**config.mk**
```make
export PLATFORM = sky130hd
export DESIGN_NAME = mux2_rr_arbiter
export DESIGN_NICKNAME = d
export VERILOG_FILES = /design/src/rtl/mux2_rr_arbiter.sv
export SDC_FILE = /design/constraint.sdc
export NUM_CORES = 1
export LEC_CHECK = 0
export ABC_AREA = 1
export CORE_UTILIZATION = 47
export CTS_CLUSTER_SIZE = 30
export DETAILED_ROUTE_END_ITERATION = 8
export PLACE_DENSITY = 0.83
export SYNTH_ARGS = -nofsm -noshare
export SYNTH_HDL_FRONTEND = slang
export SYNTH_SLANG_ARGS = --single-unit
```
**constraint.sdc**
```tcl
create_clock -name clk -period 2.35 [get_ports clk]
set_input_delay 0.47 -clock clk [delete_from_list [all_inputs] [get_ports clk]]
set_output_delay 0.47 -clock clk [all_outputs]
set_load 0.005 [all_outputs]
```
**src/rtl/mux2_rr_arbiter.sv**
```systemverilog
// Two-requester round-robin arbiter driving a registered 2:1 mux output.
// Grants are held for at most BURST beats while the other side is waiting.
module mux2_rr_arbiter #(
    parameter int WIDTH = 8,
    parameter int BURST = 4
) (
    input  logic             clk,
    input  logic             rst_n,
    input  logic             in0_valid,
    input  logic [WIDTH-1:0] in0_data,
    output logic             in0_ready,
    input  logic             in1_valid,
    input  logic [WIDTH-1:0] in1_data,
    output logic             in1_ready,
    output logic             out_valid,
    output logic [WIDTH-1:0] out_data,
    input  logic             out_ready,
    output logic             out_sel,
    output logic [1:0]       grant
);
    localparam int CW = (BURST > 1) ? $clog2(BURST) : 1;
    localparam logic [CW-1:0] CNT_LAST = CW'(BURST - 1);

    typedef enum logic [1:0] {
        IDLE = 2'd0,
        G0   = 2'd1,
        G1   = 2'd2
    } state_t;

    state_t           state_q, state_d;
    logic             last_q, last_d;
    logic [CW-1:0]    cnt_q, cnt_d;
    logic             out_valid_q, out_valid_d;
    logic [WIDTH-1:0] out_data_q, out_data_d;
    logic             out_sel_q, out_sel_d;

    logic space;
    logic gnt_idx;
    logic gnt_valid;
    logic oth_valid;
    logic xfer;

    always_comb begin
        space     = !out_valid_q || out_ready;
        gnt_idx   = (state_q == G1);
        gnt_valid = gnt_idx ? in1_valid : in0_valid;
        oth_valid = gnt_idx ? in0_valid : in1_valid;
        xfer      = (state_q != IDLE) && gnt_valid && space;
    end

    always_comb begin
        state_d = state_q;
        last_d  = last_q;
        cnt_d   = cnt_q;
        case (state_q)
            IDLE: begin
                // a tie goes to whichever side was not served last
                if (in0_valid && in1_valid) state_d = last_q ? G0 : G1;
                else if (in0_valid)         state_d = G0;
                else if (in1_valid)         state_d = G1;
            end
            G0, G1: begin
                if (!gnt_valid) begin
                    last_d  = gnt_idx;
                    cnt_d   = '0;
                    state_d = oth_valid ? (gnt_idx ? G0 : G1) : IDLE;
                end else if (xfer) begin
                    if (cnt_q == CNT_LAST) begin
                        cnt_d = '0;
                        if (oth_valid) begin
                            last_d  = gnt_idx;
                            state_d = gnt_idx ? G0 : G1;
                        end
                    end else begin
                        cnt_d = cnt_q + CW'(1);
                    end
                end
            end
            default: state_d = IDLE;
        endcase
    end

    always_comb begin
        out_valid_d = out_valid_q;
        out_data_d  = out_data_q;
        out_sel_d   = out_sel_q;
        if (xfer) begin
            out_valid_d = 1'b1;
            out_data_d  = gnt_idx ? in1_data : in0_data;
            out_sel_d   = gnt_idx;
        end else if (out_ready) begin
            out_valid_d = 1'b0;
        end
    end

    always_ff @(posedge clk) begin
        if (!rst_n) begin
            state_q     <= IDLE;
            last_q      <= 1'b1;
            cnt_q       <= '0;
            out_valid_q <= 1'b0;
            out_data_q  <= '0;
            out_sel_q   <= 1'b0;
        end else begin
            state_q     <= state_d;
            last_q      <= last_d;
            cnt_q       <= cnt_d;
            out_valid_q <= out_valid_d;
            out_data_q  <= out_data_d;
            out_sel_q   <= out_sel_d;
        end
    end

    assign in0_ready = rst_n && (state_q == G0) && space;
    assign in1_ready = rst_n && (state_q == G1) && space;
    assign grant     = {state_q == G1, state_q == G0};
    assign out_valid = out_valid_q;
    assign out_data  = out_data_q;
    assign out_sel   = out_sel_q;
endmodule

```
==> metrics <==
result of the run=completed; count of pins over their slew limit=0; CTS sink count=15; Filler cells=between 100 and 150; PnR Total Power=1.33 mW; CP most frequent cell=sky130_fd_sc_hd__clkdlybuf4s50_1; period utilisation layout=0.951; wire length of the first global-routing pass=approximately 3.6 mm; Max Buffers Root-to-Sink=2; synth warn=0; number of antenna cells inserted=0; Routed wire per std cell=roughly 11 µm; worst-path cell chain=clkdlybuf4s50_1 > nand2_1 > nor2_1 > clkdlybuf4s50_1; number of antenna violations at the first check in global routing=0; number of buffer cells added on primary ports=34; cell row count=15; root buffer cell=sky130_fd_sc_hd__clkbuf_4; maximum number of pins on one net before global-route repair=19; cell class contributing the biggest share of worst-path delay=buffers and inverters; die area=about 0.0022 mm²; synthesized netlist cell count=roughly 140; RSZ-0062 raised after global routing=no; post-synthesis instance area=approximately 950 µm²; Post-DRT Antenna Nets=0; post-synthesis to final-layout area growth=41.8%; area leader, netlist=sky130_fd_sc_hd__dfxtp_1; clock-pin slew on the worst setup and hold paths=~100 ps; final critical path time including I/O delays and setup=about 2200 ps; num ports=35; worst reg-to-reg path cell count=11; data required time of the critical path=roughly 1900 ps; hold buffer count at CTS=0; mean post-synth cell area=between 6 and 7 µm²; largest driver fanout on the critical path=4; half-perimeter wire length after detailed placement=between 1.5 and 2 mm; top cell type's share of synthesized area=0.315; reg2reg setup slack=790 ps; critical setup path kind=in2out; total power density per cell area=between 900 and 1000 mW/mm²; final hold violation count=0; maximum single-stage delay on the critical path=approximately 530 ps; Achievable Freq=between 400 and 500 MHz; Die Wd=between 40 and 50 µm; pre-CTS worst setup slack=around 100 ps; met1 routed wirelength after detailed routing=around 1.0 mm; Core ar.=around 0.0018 mm²; proportion of synthesized chip area in sequential cells=0.315; Setup Viol. Count Final=0; CTS tree=done; path category of the worst min-delay check=reg2reg; crit path launch type=input port; post-route setup TNS=0 ps; reported leakage power=0.597 nW; Final Skew=about 1.2 ps; die span in y=roughly 47 µm; via count of the first global-routing pass=859; Hold Path Depth=2; combined buffer and inverter count along the critical path=2; non-filler instance count after layout=205; max-cap violations=0; data arrival time of the critical path=roughly 1800 ps; starting utilization of the core area=0.524; number of optimization iterations in the first detailed-route pass=4; DRC violation total after the first TritonRoute iteration=35; number of DRC violations after detailed routing=0; DR WL met2=between 1 and 1.5 mm; CP Capture Type=output port; global route total overflow=0; startpoint of the lowest-slack hold path=out_data[7]; # H-tree levels=1; WP depth=4; FF-to-FF Start=state_q[0]; Inserted Clock Buffers=3; #FFs+latches synth=15; Unique masters post-synth=23; total instance count after detailed placement=201; Avg Vias per Cell=between 4 and 5; actual transition at the worst max-transition pin=249 ps; total vias in the final route=approximately 1000; weighted congestion reported at the end of routability-driven placement=0.823; total wirelength of the detailed-routed design=around 2.3 mm; clock insertion delay at the later pin of the skew report=roughly 290 ps; ranking of synthesized cells by area=sky130_fd_sc_hd__dfxtp_1 (31%), sky130_fd_sc_hd__nand2_1 (15%), sky130_fd_sc_hd__inv_1 (8.3%); capture instance of the worst register-to-register path=state_q[0]; Worst IR Drop VDD=around 0.00085 V; Endpoint, Worst Hold=out_data[7]; net count of the mapped netlist=between 150 and 200; slowest library cell on the worst path=sky130_fd_sc_hd__clkdlybuf4s50_1; highest metal layer with signal wires=met4; worst relative slew slack=0.834; Post-layout nets=about 210; fraction of final layout cells with drive strength greater than 1=0.128; smallest setup slack after layout=115 ps; Routed met3 length=89 µm; total global routing track utilization=0.233
## synth_stat cells
cell type	instances
sky130_fd_sc_hd__buf_4	1
sky130_fd_sc_hd__nand3_4	1
sky130_fd_sc_hd__nand2_2	6
sky130_fd_sc_hd__buf_6	1
sky130_fd_sc_hd__nand3_1	6
sky130_fd_sc_hd__nor2_4	1
sky130_fd_sc_hd__o21ai_2	1
sky130_fd_sc_hd__buf_2	2
sky130_fd_sc_hd__o211ai_1	1
sky130_fd_sc_hd__nand2_4	1
sky130_fd_sc_hd__ha_1	6
sky130_fd_sc_hd__inv_1	21
sky130_fd_sc_hd__nor2_2	2
sky130_fd_sc_hd__nor3_1	1
sky130_fd_sc_hd__a21oi_1	13
sky130_fd_sc_hd__dfxtp_1	15
sky130_fd_sc_hd__o21ai_0	11
sky130_fd_sc_hd__inv_2	2
sky130_fd_sc_hd__nor2_1	8
sky130_fd_sc_hd__o21ai_1	1
sky130_fd_sc_hd__nand2_1	38
sky130_fd_sc_hd__a31oi_1	1
sky130_fd_sc_hd__nand4_1	3
## layer usage
metal | GRT usage | vias up
met3 | 0.0231 | 4
met5 | 0 | -
met1 | 0.286 | 448
li1 | - | 525
met4 | 0.0857 | 0
met2 | 0.419 | 31
## flip-flops by register name, summed over array words and instances, names as in the netlist
| signal | count |
|---|---|
| state_q | 2 |
| cnt_q | 2 |
| out_data | 8 |
| out_valid | 1 |
| last_q | 1 |
| out_sel | 1 |
## stage by stage
stage / utilization / instance area, µm² / hold slack [ps]
floorplan: - / 955 / 440
global placement: 0.725 / 1320 / 430
detailed placement: 0.725 / 1320 / 436
CTS: 0.740 / 1350 / 451
global route: 0.744 / 1350 / 471
finish: 0.744 / 1350 / 450
## worst register-to-register path, delay by kind of cell, from the launching register on
family / cells / cell delay, ps
AND/OR/NAND/NOR: 8 / 610
adder cells (fa/ha/maj): 1 / 200
buffers and inverters: 2 / 260
flip-flops: 1 / 400
## cells in the final DEF, fill, tap and decap left out, drive strengths merged
cell,n
nand3,7
a21oi,13
a31oi,1
o211ai,1
dfxtp,15
clkbuf,4
nand4,3
inv,23
clkdlybuf4s50,34
ha,6
nand2,45
o21ai,13
buf,3
nor2,11
nor3,1
## layout make-up
class,instances,area (µm²),area share
multi-input combinational,101,547,0.404
timing repair buffer,37,363,0.268
sequential,15,300,0.222
inverter,23,86.3,0.0638
tap,25,31.3,0.0231
clock buffer,4,26.3,0.0194
## what timing repair did
item	in CTS	in global routing
setup endpoints to repair	0	1
resized for setup	0	3
buffers inserted	0	0
## how the worst max path moves through the flow
stage                      endpoint       start
final                     in0_ready       rst_n
after global routing      in1_ready  state_q[0]
after CTS                 in1_ready  state_q[0]
after detailed placement  in1_ready       rst_n
after global placement    in1_ready       rst_n
after floorplan           in1_ready  state_q[0]
## report_power, final
| group | switching, mW | total, mW | internal, mW | leakage [nW] |
|---|---|---|---|---|
| combinational | 0.430 | 0.782 | 0.352 | 0.459 |
| clock | 0.0908 | 0.157 | 0.0660 | 0.0150 |
| sequential | 0.0531 | 0.391 | 0.338 | 0.123 |
## logic make-up after synthesis
logic type                 count (synthesis)  synth area share
and+or+nand+nor                           67             0.332
buffers and inverters                     27             0.121
adders and majority gates                  6            0.0786
DFF                                       15             0.315
AOI/OAI and AO/OA                         28             0.155
No activity file was read; power rests on OpenSTA's default activity.
==> patch 1, RTL diff (config.mk and constraints unchanged) <==
Reset style: asynchronous (`rst_n`), changed in one clocked block.
--- a/src/rtl/mux2_rr_arbiter.sv
+++ b/src/rtl/mux2_rr_arbiter.sv
@@ -94,5 +94,5 @@
     end
 
-    always_ff @(posedge clk) begin
+    always_ff @(posedge clk or negedge rst_n) begin
         if (!rst_n) begin
             state_q     <= IDLE;
Behaviour: differs if rst_n is asserted again (counterexample within 4 cycles, from zero or initial values and one cycle with rst_n low); with rst_n held inactive, the same outputs for 10 cycles.
==> patch 1 against the unedited design <==
Count of clock-buffer cells in the layout did not move. Final cell count is 7.8% lower. Wire length increased by 1.3%. Core utilization up 0.71 points. Via count fell by 5.2%. Area after synthesis shrank 0.39%. Global-route usage is 0.48 points higher. Die area is 0.38% lower. Setup slack worse by 6.4 ps. Sequential power up 15%. Final area is essentially flat. Sequential cell count unchanged. Power increased by 15%. Sequential share of layout area rose by 5.7 points.
==> patch 1: results (changes against the unedited design) <==
[outcome]
status = complete, no violations

[worst_hold_path]
whs_endpoint = out_data[2]$_DFFE_PN0P_
hold_path_startpoint = out_data[2]$_DFFE_PN0P_

[timing]
skew_ps = 3.44  ; +2.20 ps
hold_ws_ps = 486  ; +36.1 ps

[final_layout]
final_util_pct = 75.1  ; +0.71 points
inverters = 13  ; -43%
layout.clock.cell_area_share_pct = 1.94  ; about the same
buffer_area_share_pct = 27.4  ; +0.58 points
drive_above_1_share_pct = 13.4  ; +0.64 points
instances_no_fill = 189  ; -7.8%
n_fill_cell = 132  ; -9.0%
multi_input_gates = 94  ; -6.9%

[global_route]
grt_max_degree = 12  ; -7
grt_pass1_vias = 883  ; +2.8%
grt_pass1_wl_mm = 3.71  ; +2.1%

[setup_path]
r2r-end = state_q[0]$_DFFE_PN0P_
r2r_start = state_q[0]$_DFFE_PN0P_
rrSetupSlack_ps = 480  ; -310 ps

[synth]
synth_ff_type = dfrtp_1
synth.area.top_cells = dfrtp_1 (37%), nand2_1 (17%), ha_1 (7.9%)
synthDistinctLibCells = 19  ; -17%
synthCells = 126  ; -12%
netlist_top_cells_count = nand2_1 (44), dfrtp_1 (14), inv_1 (11), or2_2 (9)
synthArstFlopShare_pct = 100  ; +100 points

[place]
place_area_um2 = 1330  ; +0.47%
finalWeightedCongestion = 0.805  ; -2.3%

[routing]
initialDrtViolationCount = 15  ; -57%
route.vias.total = 956  ; -5.2%

## patch 1: changes by cell type after synthesis, sizes merged, moves of 3 or more
cell / change
o211ai: +7
or2: +9
dfxtp: -15
dfrtp: +14
inv: -10
a21oi: -11
o21ai: -7
nor2: -3
## patch 1: power by group through the flow
stage / clock [mW] / combinational, mW / sequential, mW
after floorplan: 0 / 0.567 / 0.456
after global placement: 0 / 0.900 / 0.446
after detailed placement: 0 / 0.937 / 0.455
after CTS: 0.152 / 0.943 / 0.450
after global routing: 0.160 / 1.05 / 0.459
final: 0.148 / 0.939 / 0.449
## patch 1: logic make-up after synthesis
| logic type | share of synthesized area [%] |
|---|---|
| fa+ha+maj | 7.89 |
| simple gates | 33.7 |
| compound gates | 10.9 |
| flops | 39.6 |
| buf+inv | 7.90 |
## patch 1: per-stage QoR
stage,worst slack [ps],total power [mW]
3_5_place_dp,150,1.39
5_1_grt,15.6,1.67
2_1_floorplan,705,1.02
3_3_place_gp,159,1.35
4_1_cts,113,1.54
6_report,109,1.54
## patch 1: worst max path at each step
| stage | startpoint | cells after the start | to | slack (ps) |
|---|---|---|---|---|
| floorplan | state_q[0]$_DFFE_PN0P_ | 5 | in1_ready | 710 |
| global placement | out_ready | 4 | in0_ready | 160 |
| detailed placement | out_ready | 4 | in0_ready | 150 |
| CTS | state_q[0]$_DFFE_PN0P_ | 5 | in1_ready | 110 |
| global route | state_q[0]$_DFFE_PN0P_ | 5 | in1_ready | 20 |
| finish | state_q[0]$_DFFE_PN0P_ | 5 | in1_ready | 110 |
## patch 1: per-layer routing
layer  track usage, %  vias to the layer above  wire length, um
met4             9.14                        0               17
met1             28.0                      424             1000
li1                 -                      480                -
met3             5.77                        4              198
met2             41.7                       48             1150
met5                0                        -                0
==> patch 2, RTL diff (same flow settings) <==
Without the edit above. `WIDTH`: 8 -> 7.
--- a/src/rtl/mux2_rr_arbiter.sv
+++ b/src/rtl/mux2_rr_arbiter.sv
@@ -2,5 +2,5 @@
 // Grants are held for at most BURST beats while the other side is waiting.
 module mux2_rr_arbiter #(
-    parameter int WIDTH = 8,
+    parameter int WIDTH = 7,
     parameter int BURST = 4
 ) (
Interface: changed (resized in0_data, in1_data and out_data); port bits go from 35 to 32. The function was not compared with the original's and may differ.
==> patch 2 against the unedited design <==
Wire length decreased by 7.4%. Setup slack got worse by 1.3 ps. Area after synthesis decreased by 6.9%. Final area fell by 6.4%. Non-clock buffer count decreased by 2. Power decreased by 5.8%. Clock power rose by 10%. Synthesized cell count decreased by 7.0%. Sequential cell count shrank 1.
==> patch 2: results (changes against the unedited design) <==
[timing]
worstMarginPinSlew_ps = 276  ; +26.9 ps
skew_ps = 7.88  ; +6.64 ps

[synth]
synthDistinctLibCells = 22  ; -4.3%
synth.area.mux_share_pct = 0  ; unchanged
synthCells = 133  ; -7.0%
netlist_top_cells_count = nand2_1 (34), inv_1 (18), dfxtp_1 (14), a21oi_1 (12), o21ai_0 (11)
yosys_warnings = 0  ; unchanged
synth.area.top_cells = dfxtp_1 (32%), nand2_1 (14%), ha_1 (8.5%)
synth_xor_area_share_pct = 0  ; unchanged
synth_fa_ha_area_share_pct = 8.45  ; +0.59 points
synth_compound_area_share_pct = 16.1  ; +0.59 points
synth_fp_nets = 158  ; -7.1%
yosysSeqAreaShare_pct = 31.5  ; +0.095 points

[cts]
path_clk_slew_ps = 80  ; -20 ps
htree_levels = 1  ; unchanged
cts_made_buffers = 3  ; unchanged
clock-root-buffer = clkbuf_4

[global_route]
grt_use_total_pct = 23.1  ; -0.16 points
antenna_found_initial = 0  ; unchanged
grt_pass1_wl_mm = 3.45  ; -4.9%
grt_max_degree = 17  ; -2
grt_pass1_vias = 843  ; -1.9%
grt_use_met1_pct = 24.5  ; -4.1 points
grt_use_met3_pct = 7.14  ; +4.8 points
met2_usage_pct = 44.6  ; +2.6 points

[place]
finalWeightedCongestion = 0.725  ; -12%
port_buffers = 31  ; -8.8%
pre_cts_ws_ps = 101  ; -0.466 ps
dp_hpwl_mm = 1.68  ; -7.7%

[outcome]
status = complete, no violations

[routing]
top_layer = met4
wl_met2_mm = 1.17  ; -2.7%
met3WireLength_um = 113  ; +27%
drt-met1-wl_um = 863  ; -15%
initialDrtViolationCount = 24  ; -31%
drt_pass1_iterations = 4  ; unchanged
route.vias.total = 957  ; -5.1%
totalWireLength_mm = 2.16  ; -7.4%

[power]
power_leakage_nw = 0.560  ; -6.2%
peakVddDrop_mv = 0.713  ; -16%

[final_layout]
largest_register_ffs = 7  ; -1
instances_no_fill = 193  ; -5.9%
antennaDiodeCount = 0  ; unchanged
n_fill_cell = 146  ; +0.69%
drive_above_1_share_pct = 11.3  ; -1.5 points

[setup_path]
slowest_stage = clkdlybuf4s50_1
critPathArrivalTime_ps = 1770
crit_fanout = 4  ; unchanged
slowest_delay_ps = 540
crit_family = buffers and inverters

[worst_hold_path]
worstHoldPathType = flip-flop to flip-flop

## patch 2: power by group
| group | internal (mW) | total, mW | leakage [nW] | switching, mW |
|---|---|---|---|---|
| registers | 0.317 | 0.365 | 0.115 | 0.0485 |
| clock network | 0.0943 | 0.173 | 0.0210 | 0.0787 |
| logic | 0.325 | 0.715 | 0.424 | 0.389 |
## patch 2: stage by stage
step                instance area [um2]  power (mW)  hold slack, ps
CTS                                1260        1.25             449
detailed placement                 1230        1.07             436
global placement                   1230        1.05             430
finish                             1270        1.25             449
global route                       1270        1.37             475
floorplan                           888       0.833             440
## patch 2: worst register-to-register path: stages (launching register included)
cell	delay, ps
dfxtp_1	360
inv_1	100
ha_1	240
inv_1	90
nand2_2	60
nand2_4	100
nand3_2	240
o21ai_0	260
a21oi_1	60
## patch 2: final cells by class
class | instances | area (um2) | share of cell area (%)
clock buffers | 4 | 36.3 | 2.86
inverters | 20 | 75.1 | 5.92
multi-input cells | 95 | 504 | 39.8
flip-flops and latches | 14 | 280 | 22.1
well taps | 25 | 31.3 | 2.47
repair buffers | 35 | 340 | 26.9
## patch 2: timing repair
item,in CTS,in global routing
setup endpoints to repair,0,1
hold endpoints to repair,0,0
gates resized for setup,0,1
setup buffers,0,0
hold buffers,0,0
## patch 2: path summary, 6_finish.rpt
check | from | endpoint | slack, ps | cells after the start
worst max-delay path | rst_n | in1_ready | 110 | 4
worst min-delay path | out_data[4]$_SDFFE_PN0P_ | out_data[4]$_SDFFE_PN0P_ | 450 | 2
worst max register to register | state_q[0]$_SDFFE_PN0P_ | out_data[4]$_SDFFE_PN0P_ | 720 | 8
worst min register to register | out_data[4]$_SDFFE_PN0P_ | out_data[4]$_SDFFE_PN0P_ | 450 | 2
